==> config.mk <==
export PLATFORM = sky130hd
export DESIGN_NAME = alarm_bank
export DESIGN_NICKNAME = d
export VERILOG_FILES = /design/src/rtl/alarm_bank.sv
export SDC_FILE = /design/constraint.sdc
export NUM_CORES = 1
export LEC_CHECK = 0
export ABC_AREA = 0
export CAP_MARGIN = 20
export CORE_MARGIN = 2
export CORE_UTILIZATION = 61
export CTS_CLUSTER_SIZE = 8
export DETAILED_ROUTE_END_ITERATION = 6
export PLACE_DENSITY = 0.82
export SLEW_MARGIN = 20
export SYNTH_ARGS = -nofsm -noshare
export SYNTH_HDL_FRONTEND = slang
export SYNTH_SLANG_ARGS = --single-unit
export TNS_END_PERCENT = 50
==> constraint.sdc <==
create_clock -name newclk -period 3.95 [get_ports newclk]
set_input_delay 0.79 -clock newclk [delete_from_list [all_inputs] [get_ports newclk]]
set_output_delay 0.79 -clock newclk [all_outputs]
set_load 0.005 [all_outputs]
==> src/rtl/alarm_bank.sv <==
// Multi-channel alarm unit: per-channel stored times and enables, a shared
// five-button editor, snooze with wrap-around target, and a ring timeout.
module alarm_bank #(
  parameter  int NUM_ALARMS = 4,
  parameter  int TIME_W     = 11,
  parameter  int MODE_SEL   = 3,
  parameter  int LOCK_CYC   = 2000,
  parameter  int SNOOZE_MIN = 5,
  parameter  int RING_SECS  = 60,
  localparam int IW         = (NUM_ALARMS > 1) ? $clog2(NUM_ALARMS) : 1
) (
  input  logic              newclk,
  input  logic              reset,
  input  logic [5:0]        mode,
  input  logic              up,
  input  logic              down,
  input  logic              left,
  input  logic              right,
  input  logic              middle,
  input  logic              snooze,
  input  logic              switch,
  input  logic [TIME_W-1:0] hour,
  input  logic [TIME_W-1:0] minute,
  input  logic [TIME_W-1:0] second,
  output logic [2:0]        alarm_mode,
  output logic [IW-1:0]     sel,
  output logic [TIME_W-1:0] temp_hour,
  output logic [TIME_W-1:0] temp_minute,
  output logic [TIME_W-1:0] temp_second,
  output logic [NUM_ALARMS-1:0] enable,
  output logic              ring_req,
  output logic [IW-1:0]     ring_idx
);

  localparam int LCW = $clog2(LOCK_CYC + 1);
  localparam int RCW = $clog2(RING_SECS + 2);

  typedef enum logic [2:0] {
    AM_IDLE = 3'd0, AM_SEC = 3'd1, AM_MIN = 3'd2,
    AM_HOUR = 3'd3, AM_CHAN = 3'd4, AM_EN = 3'd5
  } am_t;

  am_t state_q, state_d;
  logic                                 lock;
  logic [LCW-1:0]                       lcnt;
  logic [NUM_ALARMS-1:0][TIME_W-1:0]    ch_h, ch_m, ch_s;
  logic [NUM_ALARMS-1:0]                valid;
  logic [TIME_W-1:0]                    prev_second;
  logic [RCW-1:0]                       rcnt;
  logic                                 snz_pend;
  logic [IW-1:0]                        snz_ch;
  logic [TIME_W-1:0]                    snz_h, snz_m, snz_s;

  function automatic logic [TIME_W-1:0] step_val(input logic [TIME_W-1:0] v,
                                                 input logic [TIME_W-1:0] max,
                                                 input logic inc);
    if (inc) step_val = (v >= max) ? '0 : v + 1'b1;
    else     step_val = (v == '0 || v > max) ? max : v - 1'b1;
  endfunction

  logic edit_on;
  assign edit_on    = (mode == 6'(MODE_SEL));
  assign alarm_mode = edit_on ? state_q : AM_IDLE;

  // One button per press; priority middle > left > right > up > down > snooze.
  logic any_btn, acc;
  logic acc_mid, acc_left, acc_right, acc_up, acc_down, acc_snz;
  assign any_btn   = up | down | left | right | middle | snooze;
  assign acc       = any_btn & ~lock;
  assign acc_mid   = acc & middle;
  assign acc_left  = acc & ~middle & left;
  assign acc_right = acc & ~middle & ~left & right;
  assign acc_up    = acc & ~middle & ~left & ~right & up;
  assign acc_down  = acc & ~middle & ~left & ~right & ~up & down;
  assign acc_snz   = acc & ~middle & ~left & ~right & ~up & ~down & snooze;

  always_ff @(posedge newclk) begin
    if (reset) begin
      lock <= 1'b0;
      lcnt <= '0;
    end else if (acc) begin
      lock <= 1'b1;
      lcnt <= '0;
    end else if (any_btn) begin
      lcnt <= '0;
    end else if (lock) begin
      if (lcnt == LCW'(LOCK_CYC - 1)) begin
        lock <= 1'b0;
        lcnt <= '0;
      end else begin
        lcnt <= lcnt + 1'b1;
      end
    end
  end

  always_comb begin
    state_d = state_q;
    if (!edit_on)
      state_d = AM_IDLE;
    else if (acc_mid)
      state_d = (state_q == AM_IDLE) ? AM_SEC : AM_IDLE;
    else if (acc_left && state_q != AM_IDLE)
      state_d = (state_q == AM_EN) ? AM_SEC : am_t'(3'(state_q) + 3'd1);
    else if (acc_right && state_q != AM_IDLE)
      state_d = (state_q == AM_SEC) ? AM_EN : am_t'(3'(state_q) - 3'd1);
  end

  always_ff @(posedge newclk) begin
    if (reset) state_q <= AM_IDLE;
    else       state_q <= state_d;
  end

  logic e_step;
  assign e_step = edit_on & (acc_up | acc_down);

  always_ff @(posedge newclk) begin
    if (reset) begin
      sel    <= '0;
      enable <= '0;
      valid  <= '0;
      ch_h   <= '0;
      ch_m   <= '0;
      ch_s   <= '0;
    end else begin
      // First entry into edit on an unset channel seeds it with the current time.
      if (edit_on && acc_mid && state_q == AM_IDLE && !valid[sel]) begin
        ch_h[sel]  <= hour;
        ch_m[sel]  <= minute;
        ch_s[sel]  <= second;
        valid[sel] <= 1'b1;
      end
      if (e_step) begin
        case (state_q)
          AM_SEC:  ch_s[sel] <= step_val(ch_s[sel], TIME_W'(59), acc_up);
          AM_MIN:  ch_m[sel] <= step_val(ch_m[sel], TIME_W'(59), acc_up);
          AM_HOUR: ch_h[sel] <= step_val(ch_h[sel], TIME_W'(23), acc_up);
          AM_CHAN:
            if (acc_up) sel <= (sel == IW'(NUM_ALARMS - 1)) ? '0 : sel + 1'b1;
            else        sel <= (sel == '0) ? IW'(NUM_ALARMS - 1) : sel - 1'b1;
          AM_EN:   enable[sel] <= acc_up;
          default: ;
        endcase
      end
    end
  end

  assign temp_hour   = ch_h[sel];
  assign temp_minute = ch_m[sel];
  assign temp_second = ch_s[sel];

  logic                  tick;
  logic [NUM_ALARMS-1:0] mt;
  logic                  hit, snz_hit, trig;
  logic [IW-1:0]         hit_idx;
  logic [TIME_W-1:0]     sum_m, tgt_h, tgt_m;

  assign tick = (second != prev_second);

  always_comb begin
    hit_idx = '0;
    for (int i = 0; i < NUM_ALARMS; i++)
      mt[i] = enable[i] && ch_h[i] == hour && ch_m[i] == minute && ch_s[i] == second;
    for (int i = NUM_ALARMS - 1; i >= 0; i--)
      if (mt[i]) hit_idx = IW'(i);
  end

  assign hit     = |mt;
  assign snz_hit = snz_pend && snz_h == hour && snz_m == minute && snz_s == second;
  assign trig    = tick && alarm_mode == 3'd0 && !ring_req && (hit || snz_hit);

  always_comb begin
    sum_m = minute + TIME_W'(SNOOZE_MIN);
    tgt_m = sum_m;
    tgt_h = hour;
    if (sum_m >= TIME_W'(60)) begin
      tgt_m = sum_m - TIME_W'(60);
      tgt_h = (hour >= TIME_W'(23)) ? '0 : hour + 1'b1;
    end
  end

  always_ff @(posedge newclk) begin
    prev_second <= second;
    if (reset) begin
      ring_req <= 1'b0;
      ring_idx <= '0;
      rcnt     <= '0;
      snz_pend <= 1'b0;
      snz_ch   <= '0;
      snz_h    <= '0;
      snz_m    <= '0;
      snz_s    <= '0;
    end else if (switch) begin
      ring_req <= 1'b0;
      snz_pend <= 1'b0;
    end else if (trig) begin
      ring_req <= 1'b1;
      rcnt     <= '0;
      if (hit) begin
        ring_idx <= hit_idx;
      end else begin
        ring_idx <= snz_ch;
        snz_pend <= 1'b0;
      end
    end else if (ring_req) begin
      if (acc_snz) begin
        ring_req <= 1'b0;
        snz_pend <= 1'b1;
        snz_ch   <= ring_idx;
        snz_h    <= tgt_h;
        snz_m    <= tgt_m;
        snz_s    <= second;
      end else if (tick && RING_SECS != 0) begin
        rcnt <= rcnt + 1'b1;
        if (rcnt + 1'b1 == RCW'(RING_SECS)) ring_req <= 1'b0;
      end
    end
  end

endmodule

Yosys cells after proc, flatten, opt, wreduce, memory -nomap -nowiden:

Cells that the tools add are included.

* memories: 0
* bits in latches: 0
* register bits after elaboration: 213
* bits in read-only memories: 0
* bits in writable memories: 0
* output and inout bits: 45
* word-level logic and storage cells: 245

* mux-type cells: 85
* multiply operators: 0
* shift operators: 0
* magnitude comparators: 10
* div/mod/pow operators: 0
* bitwise gates (word level): 29
* eq/ne operators: 28
* add/subtract/negate cells: 15
* reductions and logical operators: 51

Operator list (count)
* 44-bit 2-to-1 mux: 12
* 11-bit 2-to-1 mux: 26
* 44-bit bitwise mux: 6
* 11-bit equality test: 15
* 11-bit binary-select mux with 2-bit select: 3
* 11-bit by 1-bit adder with 11-bit output, second input constant: 5
* 11-bit by 6-bit greater-or-equal comparator with 1-bit output, second input constant: 3
* 11-bit logical NOT: 3
* 11-bit by 1-bit subtractor with 11-bit output, second input constant: 3
* 1-bit logical AND: 24
* 6-bit 2-to-1 mux: 4
* 11-bit demux with 2-bit select: 1
* 11-bit by 5-bit greater-or-equal comparator with 1-bit output, second input constant: 2
* 11-bit by 6-bit greater-than comparator with 1-bit output, second input constant: 2
* 3-bit 2-to-1 mux: 6
* 1-bit 2-to-1 mux: 16
* 2-bit 2-to-1 mux: 8
* 1-bit bitwise AND: 13
* 11-bit by 3-bit adder with 11-bit output, second input constant: 1
* 11-bit equality test, second input constant: 1
* 11-bit by 5-bit greater-than comparator with 1-bit output, second input constant: 1
* 11-bit inequality test: 1
* 11-bit by 6-bit subtractor with 11-bit output, second input constant: 1
* 1-bit inverter: 9
* 32 further kinds: 52

Longest topological paths before layout:

Gate-level depths: netlist of run 1.

* depth in word-level cells: 18
* mapped depth: 14
* gate-level depth less buffers: 10

Least setup slack after synthesis of run 1:

No wires, ideal clock.

* kind: input-to-reg
* start point: input port minute[0]
* end point: register snz_m[3]
* slack: 811 ps
* arrival time: 3002 ps
* stages: 12
* setup time: 137 ps
* data required time: 3813 ps
* cell sequence: ha_1 > buf_2 > or2_4 > or4_1 > a21o_1 > a211o_1 > buf_6 > nor2_4 > buf_6 > buf_6 > mux2i_1 > a211oi_1

* word-level cells in the longest chain between the ends: 8
* elaborated cells on any way between the ends: 24

RTL lines
* start: declaration: RTL line 23 `input logic [TIME_W-1:0] minute,`
* branches (longest 8 deep; another with 11-bit by 3-bit adder with 11-bit output)
* end signal: assignment: RTL line 210 `snz_m <= tgt_m;`
* end: declaration: RTL line 52 `logic [TIME_W-1:0] snz_h, snz_m, snz_s;`

Several ways; the timed one is not identified.
A chain may end at the register's enable or synchronous reset.

Final worst setup path of run 1:

* start point: register sel[0]
* end point: output port temp_hour[4]

* word-level cells in the longest chain between the ends: 2

RTL lines
* start: declaration: RTL line 26 `output logic [IW-1:0] sel,`
* start signal: assignment: RTL line 138 `if (acc_up) sel <= (sel == IW'(NUM_ALARMS - 1)) ? '0 : sel + 1'b1;`
* start signal: assignment: RTL line 139 `else sel <= (sel == '0) ? IW'(NUM_ALARMS - 1) : sel - 1'b1;`
* 11-bit binary-select mux with 2-bit select: RTL line 147 `assign temp_hour = ch_h[sel];`
* 11-bit 2-to-1 mux (not written as such): RTL line 147
* end: declaration: RTL line 27 `output logic [TIME_W-1:0] temp_hour,`

Every way passes these cells. The select of a mux whose other input is x is not followed.

==> flow_metrics.tcl, run 1 <==
set metrics [dict create \
    gp_congestion 1.10 \
    grt_max_degree 61 \
    synth_warnings 0 \
    fin_crit_ns 3.66 \
    port_buffers 92 \
    grt_pass1_wl_um 76900 \
    async_flop_share_pct 0 \
    die_x_um 157 \
    rsz0062_at_grt "false" \
    setup_tns_ns 0 \
    whs_ns 0.446 \
    layout_commonest_cell "dfxtp_1" \
    syn_avg_cell_area_um2 8.57 \
    htree_levels 1 \
    path_clk_slew_ns 0.05 \
    clock-sinks 213 \
    core_um2 23300 \
    tritoncts "done" \
    final_max_slew_viol_count 0 \
    layout-drive-gt1-share_pct 13.3 \
    grt_use_total_pct 40.7 \
    required_ns 3.16 \
    relSlewSlack_pct 51.2 \
    clock_latency_ns 0.56 \
    max_clock_freq_mhz 273 \
    end_kind "output port" \
    via_per_inst 6.71 \
    area_delta_synth_final_pct 15.9 \
    die_y_um 157 \
    start_util_pct 61.4 \
    finish.net_count 1834 \
    ir_worst_vdd_mv 0.334 \
    power.leakage_nw 6.45 \
    synth_seq_cells 213 \
    crit_start "sel[0]" \
    routed_wl_um 50600 \
    reg2reg_slack_ns 0.44 \
    io_pins 93 \
    crit_arrival_ns 2.87 \
    tightest_slew_ns 0.726 \
    max_cap_violations 0 \
    synth_flop_cell "dfxtp_1" \
    path_max_fanout 12 \
    cts_resized 0 \
    ys_types 82 \
    dr.pass1.iters 6 \
    dieArea_um2 24700 \
    post_cts_buffers 0 \
    syn-cell-area_um2 14300 \
    setup_viol 0 \
    r2r_cells 9 \
    wl_per_cell_um 24.3 \
    synth-seq-area-share_pct 29.8 \
    cts_root_buffer "clkbuf_16" \
    syn-num-nets 1738 \
    reg2reg_from "sel[0]" \
    hold_path.class "flop to flop" \
    syn_inst 1667 \
    status "complete, no violations" \
    antenna_found_initial 0 \
    vias 13978 \
    cts_made_buffers 30 \
    skew_ns 0.0167 \
    reg2reg_to "ch_h[4]" \
    powerDensity_nw_per_um2 298 \
    dpl.hpwl_um 37900 \
    endpoint "temp_hour[4]" \
    fin_crit_sh_pct 92.7 \
    hold_violations 0 \
    final_antenna_net_count 0 \
    drc 0 \
    whs_path_depth 2 \
    path_class "flop to output port" \
    grt_overflow_total 0 \
    drt-initial-drc-count 1715 \
    startpoint_type "flop" \
    synth_edf_count 0 \
    cts-hold-fix-buffers 0 \
    clockBufferDepth 3 \
    grt_pass1_vias 13259 \
    num_antenna_cells 0 \
    num_rows 56 \
    final_cell_mix "dfxtp_1 (211), nand2_1 (136), a21oi_1 (122)" \
]
## synthesized netlist by cell type, types with 31 or more instances
| cell | instances | area, µm² |
|---|---|---|
| dfxtp_1 | 213 | 4260 |
| nand2_1 | 136 | 510 |
| a21oi_1 | 122 | 611 |
| xor2_1 | 116 | 1020 |
| nor2_1 | 104 | 390 |
| xnor2_1 | 79 | 692 |
| mux2i_1 | 73 | 731 |
| nand3_1 | 69 | 345 |
| clkbuf_1 | 67 | 251 |
| nor3_1 | 58 | 290 |
| nor4_1 | 56 | 350 |
| o21ai_0 | 49 | 245 |
| o21ai_1 | 39 | 195 |
| inv_1 | 37 | 139 |
| mux4_2 | 34 | 766 |
| buf_2 | 32 | 160 |
| nand4_1 | 31 | 194 |
## sequential cells by signal, indices dropped and copies added (netlist names)
| register | cells |
|---|---|
| snz_ch | 2 |
| rcnt | 6 |
| prev_second | 11 |
| snz_s | 11 |
| snz_m | 11 |
| ch_m | 44 |
| lock | 1 |
| ring_idx | 2 |
| ch_h | 44 |
| state_q | 3 |
| snz_h | 11 |
| enable | 4 |
| ring_req | 1 |
| lcnt | 11 |
| sel | 2 |
| valid | 4 |
| ch_s | 44 |
| snz_pend | 1 |
## through the flow
stage	instance area [µm²]	setup WS, ns	instances	total power [W]	utilization, %
global route	16600	0.194	2082	0.00504	71.2
finish	16600	0.288	2082	0.00493	71.2
detailed placement	15800	0.0600	2050	0.00270	67.9
CTS	16600	0.295	2082	0.00491	71.2
floorplan	14300	0.811	1667	0.00248	-
global placement	15800	0.0568	2050	0.00269	67.9
## cell families (layout without fill, tap and decap cells)
kind of cell | after synthesis | in the layout | synth area share (%)
flops | 213 | 213 | 29.8
fa+ha+maj | 23 | 23 | 2.01
mux | 152 | 152 | 14.4
buf+inv | 162 | 258 | 5.40
simple gates | 575 | 575 | 21.2
xor+xnor | 195 | 195 | 12.0
compound gates | 347 | 347 | 15.2
## cell type report
type | count | area (µm²)
inverters | 37 | 139
multi-input cells | 1292 | 9260
fillers | 1826 | 6700
well taps | 319 | 399
clock buffers | 30 | 751
repair buffers | 189 | 1730
clock inverters | 2 | 21.3
flip-flops and latches | 213 | 4270
## report_power, final
group | internal (W) | switching (W) | total, W
registers | 0.00216 | 0.00000627 | 0.00217
clock network | 0.00132 | 0.000935 | 0.00226
logic | 0.000187 | 0.000322 | 0.000509
total | 0.00367 | 0.00126 | 0.00493
## how the worst min path moves through the flow
stage | startpoint | slack, ns | to
after detailed placement | valid[2] | 0.45 | valid[2]
final | valid[2] | 0.45 | valid[2]
after global routing | valid[2] | 0.48 | valid[2]
after CTS | valid[2] | 0.45 | valid[2]
after global placement | valid[1] | 0.43 | valid[1]
after floorplan | valid[2] | 0.42 | valid[2]
## worst max-delay path, stage by stage (launching register included)
cell,delay (ns)
dfxtp_2,0.63
buf_4,0.30
buf_4,0.24
mux4_2,0.64
clkdlybuf4s50_1,0.49
## layer usage
| metal | wire, µm | GRT usage (%) |
|---|---|---|
| met5 | 0 | 0 |
| met2 | 22600 | 64.3 |
| met4 | 2880 | 20.3 |
| met1 | 19900 | 54.0 |
| met3 | 5240 | 7.10 |
No activity file was read; power rests on OpenSTA's default activity.
==> run 2, diff against run 1 <==
--- a/config.mk
+++ b/config.mk
@@ -12,7 +12,6 @@
 export CTS_CLUSTER_SIZE = 8
 export DETAILED_ROUTE_END_ITERATION = 6
 export PLACE_DENSITY = 0.82
-export SLEW_MARGIN = 20
 export SYNTH_ARGS = -nofsm -noshare
 export SYNTH_HDL_FRONTEND = slang
 export SYNTH_SLANG_ARGS = --single-unit
==> results of run 2 <==
Same layout as run 1: the final DEF is identical, and so are final timing and power.
==> run 3, diff against run 2 <==
--- a/config.mk
+++ b/config.mk
@@ -11,7 +11,7 @@
 export CORE_UTILIZATION = 61
 export CTS_CLUSTER_SIZE = 8
 export DETAILED_ROUTE_END_ITERATION = 6
-export PLACE_DENSITY = 0.82
+export PLACE_DENSITY = 0.93
 export SYNTH_ARGS = -nofsm -noshare
 export SYNTH_HDL_FRONTEND = slang
 export SYNTH_SLANG_ARGS = --single-unit
==> run 3 against run 2 <==
Effect of this change:
- global-route usage fell by 0.076 points
- sequential share of layout area increased by 0.13 points
- utilization down 0.37 points
- total power increased by 0.88%
- clock-buffer cell count increased by 3
- die area stayed put
- sequential cell count unchanged
- wire length increased by 0.76%
- final area shrank 0.52%
- setup slack improved by 0.028 ns
- critical endpoint is now snz_h[4]
==> flow_metrics.tcl, run 3 (synthesis results as in run 1) <==
set metrics [dict create \
    antenna_found_initial 1 \
    required_ns 4.42 \
    max_cap_violations 0 \
    io_pins 93 \
    cts_resized 0 \
    ir_worst_vdd_mv 0.348 \
    cts_root_buffer "clkbuf_16" \
    rsz0062_at_grt "false" \
    relSlewSlack_pct 30.9 \
    max_clock_freq_mhz 275 \
    layout_commonest_cell "dfxtp_1" \
    drc 0 \
    vias 14436 \
    reg2reg_from "sel[0]" \
    whs_ns 0.442 \
    fill_cells 1689 \
    tightest_slew_ns 1.04 \
    final_cell_mix "dfxtp_1 (211), nand2_1 (136), a21oi_1 (122)" \
    dp_cells 2040 \
    finish.net_count 1824 \
    hold_path.class "flop to flop" \
    path_clk_slew_ns 0.05 \
    dieArea_um2 24700 \
    htree_levels 1 \
    grt_pass1_wl_um 77400 \
    startpoint_type "primary input" \
    hold_start "valid[3]" \
    clock_latency_ns 0.56 \
    final_max_slew_viol_count 0 \
    grt_use_total_pct 40.7 \
    cts_made_buffers 30 \
    routed_wl_um 51000 \
    die_y_um 157 \
    path_class "primary input to flop" \
    dpl.hpwl_um 36900 \
    start_util_pct 61.4 \
    grt_overflow_total 0 \
    tritoncts "done" \
    wl_per_cell_um 24.6 \
    setup_tns_ns 0 \
    final_antenna_net_count 0 \
    layout-drive-gt1-share_pct 12.8 \
    crit_path_top_delay_cell "clkdlybuf4s50_1" \
    cts-hold-fix-buffers 0 \
    crit_start "minute[3]" \
    clockBufferDepth 3 \
    status "complete, no violations" \
    powerDensity_nw_per_um2 302 \
    clock-sinks 213 \
    path_cells "clkdlybuf4s50_1 -> o2111ai_1 -> nor4_1 -> inv_1 -> a211o_1 -> nor2_4 -> o21ai_1 -> o21ai_0" \
    fin_cells 2075 \
    end_kind "flop" \
    num_rows 56 \
    gp_congestion 1.11 \
    core_um2 23300 \
    hold_violations 0 \
    fin_crit_sh_pct 92.0 \
    max_stage_delay_ns 0.85 \
    grt_max_degree 66 \
    die_x_um 157 \
    via_per_inst 6.96 \
    largestRegisters "ch_h: 44 flops, ch_m: 44 flops, ch_s: 44 flops" \
    area_delta_synth_final_pct 15.3 \
    dr.pass1.iters 5 \
    grt_pass1_vias 13829 \
    skew_ns 0.0154 \
    port_buffers 92 \
    fin_util_pct 70.8 \
    post_cts_buffers 0 \
    crit_arrival_ns 4.10 \
    drt-initial-drc-count 1866 \
    path_max_fanout 20 \
    power.leakage_nw 6.40 \
    fin_crit_ns 3.63 \
    setup_viol 0 \
]
-- run 3: cell types whose count changed in the layout (fill, tap and decap cells not counted), sizes merged --
cell,change
diode,+2
clkbuf,+3
buf,-10
clkinv,-2
-- run 3: metrics by stage --
stage / cell area [µm²] / setup WS, ns / power, W
finish: 16500 / 0.317 / 0.00497
global route: 16500 / 0.128 / 0.00505
CTS: 16500 / 0.485 / 0.00494
detailed placement: 15700 / 0.115 / 0.00268
global placement: 15700 / 0.230 / 0.00267
floorplan: 14300 / 0.811 / 0.00248
-- run 3: area by class of cell --
type,count,area (µm²),area share (%)
inverter,37,139,0.843
timing repair buffer,179,1620,9.84
tap,319,399,2.42
multi-input combinational,1292,9260,56.2
clock buffer,33,793,4.81
antenna,2,5.00,0.0304
sequential,213,4270,25.9
-- run 3: power by group --
part | internal (W) | switching, W
Clock | 0.00138 | 0.000937
Sequential | 0.00216 | 0.00000645
Combinational | 0.000176 | 0.000317
-- run 3: final timing paths --
check / cells past startpoint / slack [ns] / endpoint
setup / recovery: 8 / 0.32 / snz_h[4]
hold / removal: 2 / 0.44 / valid[3]
setup reg to reg: 9 / 0.41 / ch_h[37]
hold reg to reg: 2 / 0.44 / valid[3]
-- run 3: metal layers --
metal	part of all wire, %	track usage, %
met4	8.0	27.3
met2	43	61.8
met1	36	50.2
met3	13	11.4
met5	0	0
-- run 3: worst max-delay path: cells and delay by family --
family | cells | cell delay (ns)
AO/OA/AOI/OAI | 4 | 1.31
buffers and inverters | 2 | 0.97
AND/OR/NAND/NOR | 2 | 1.02
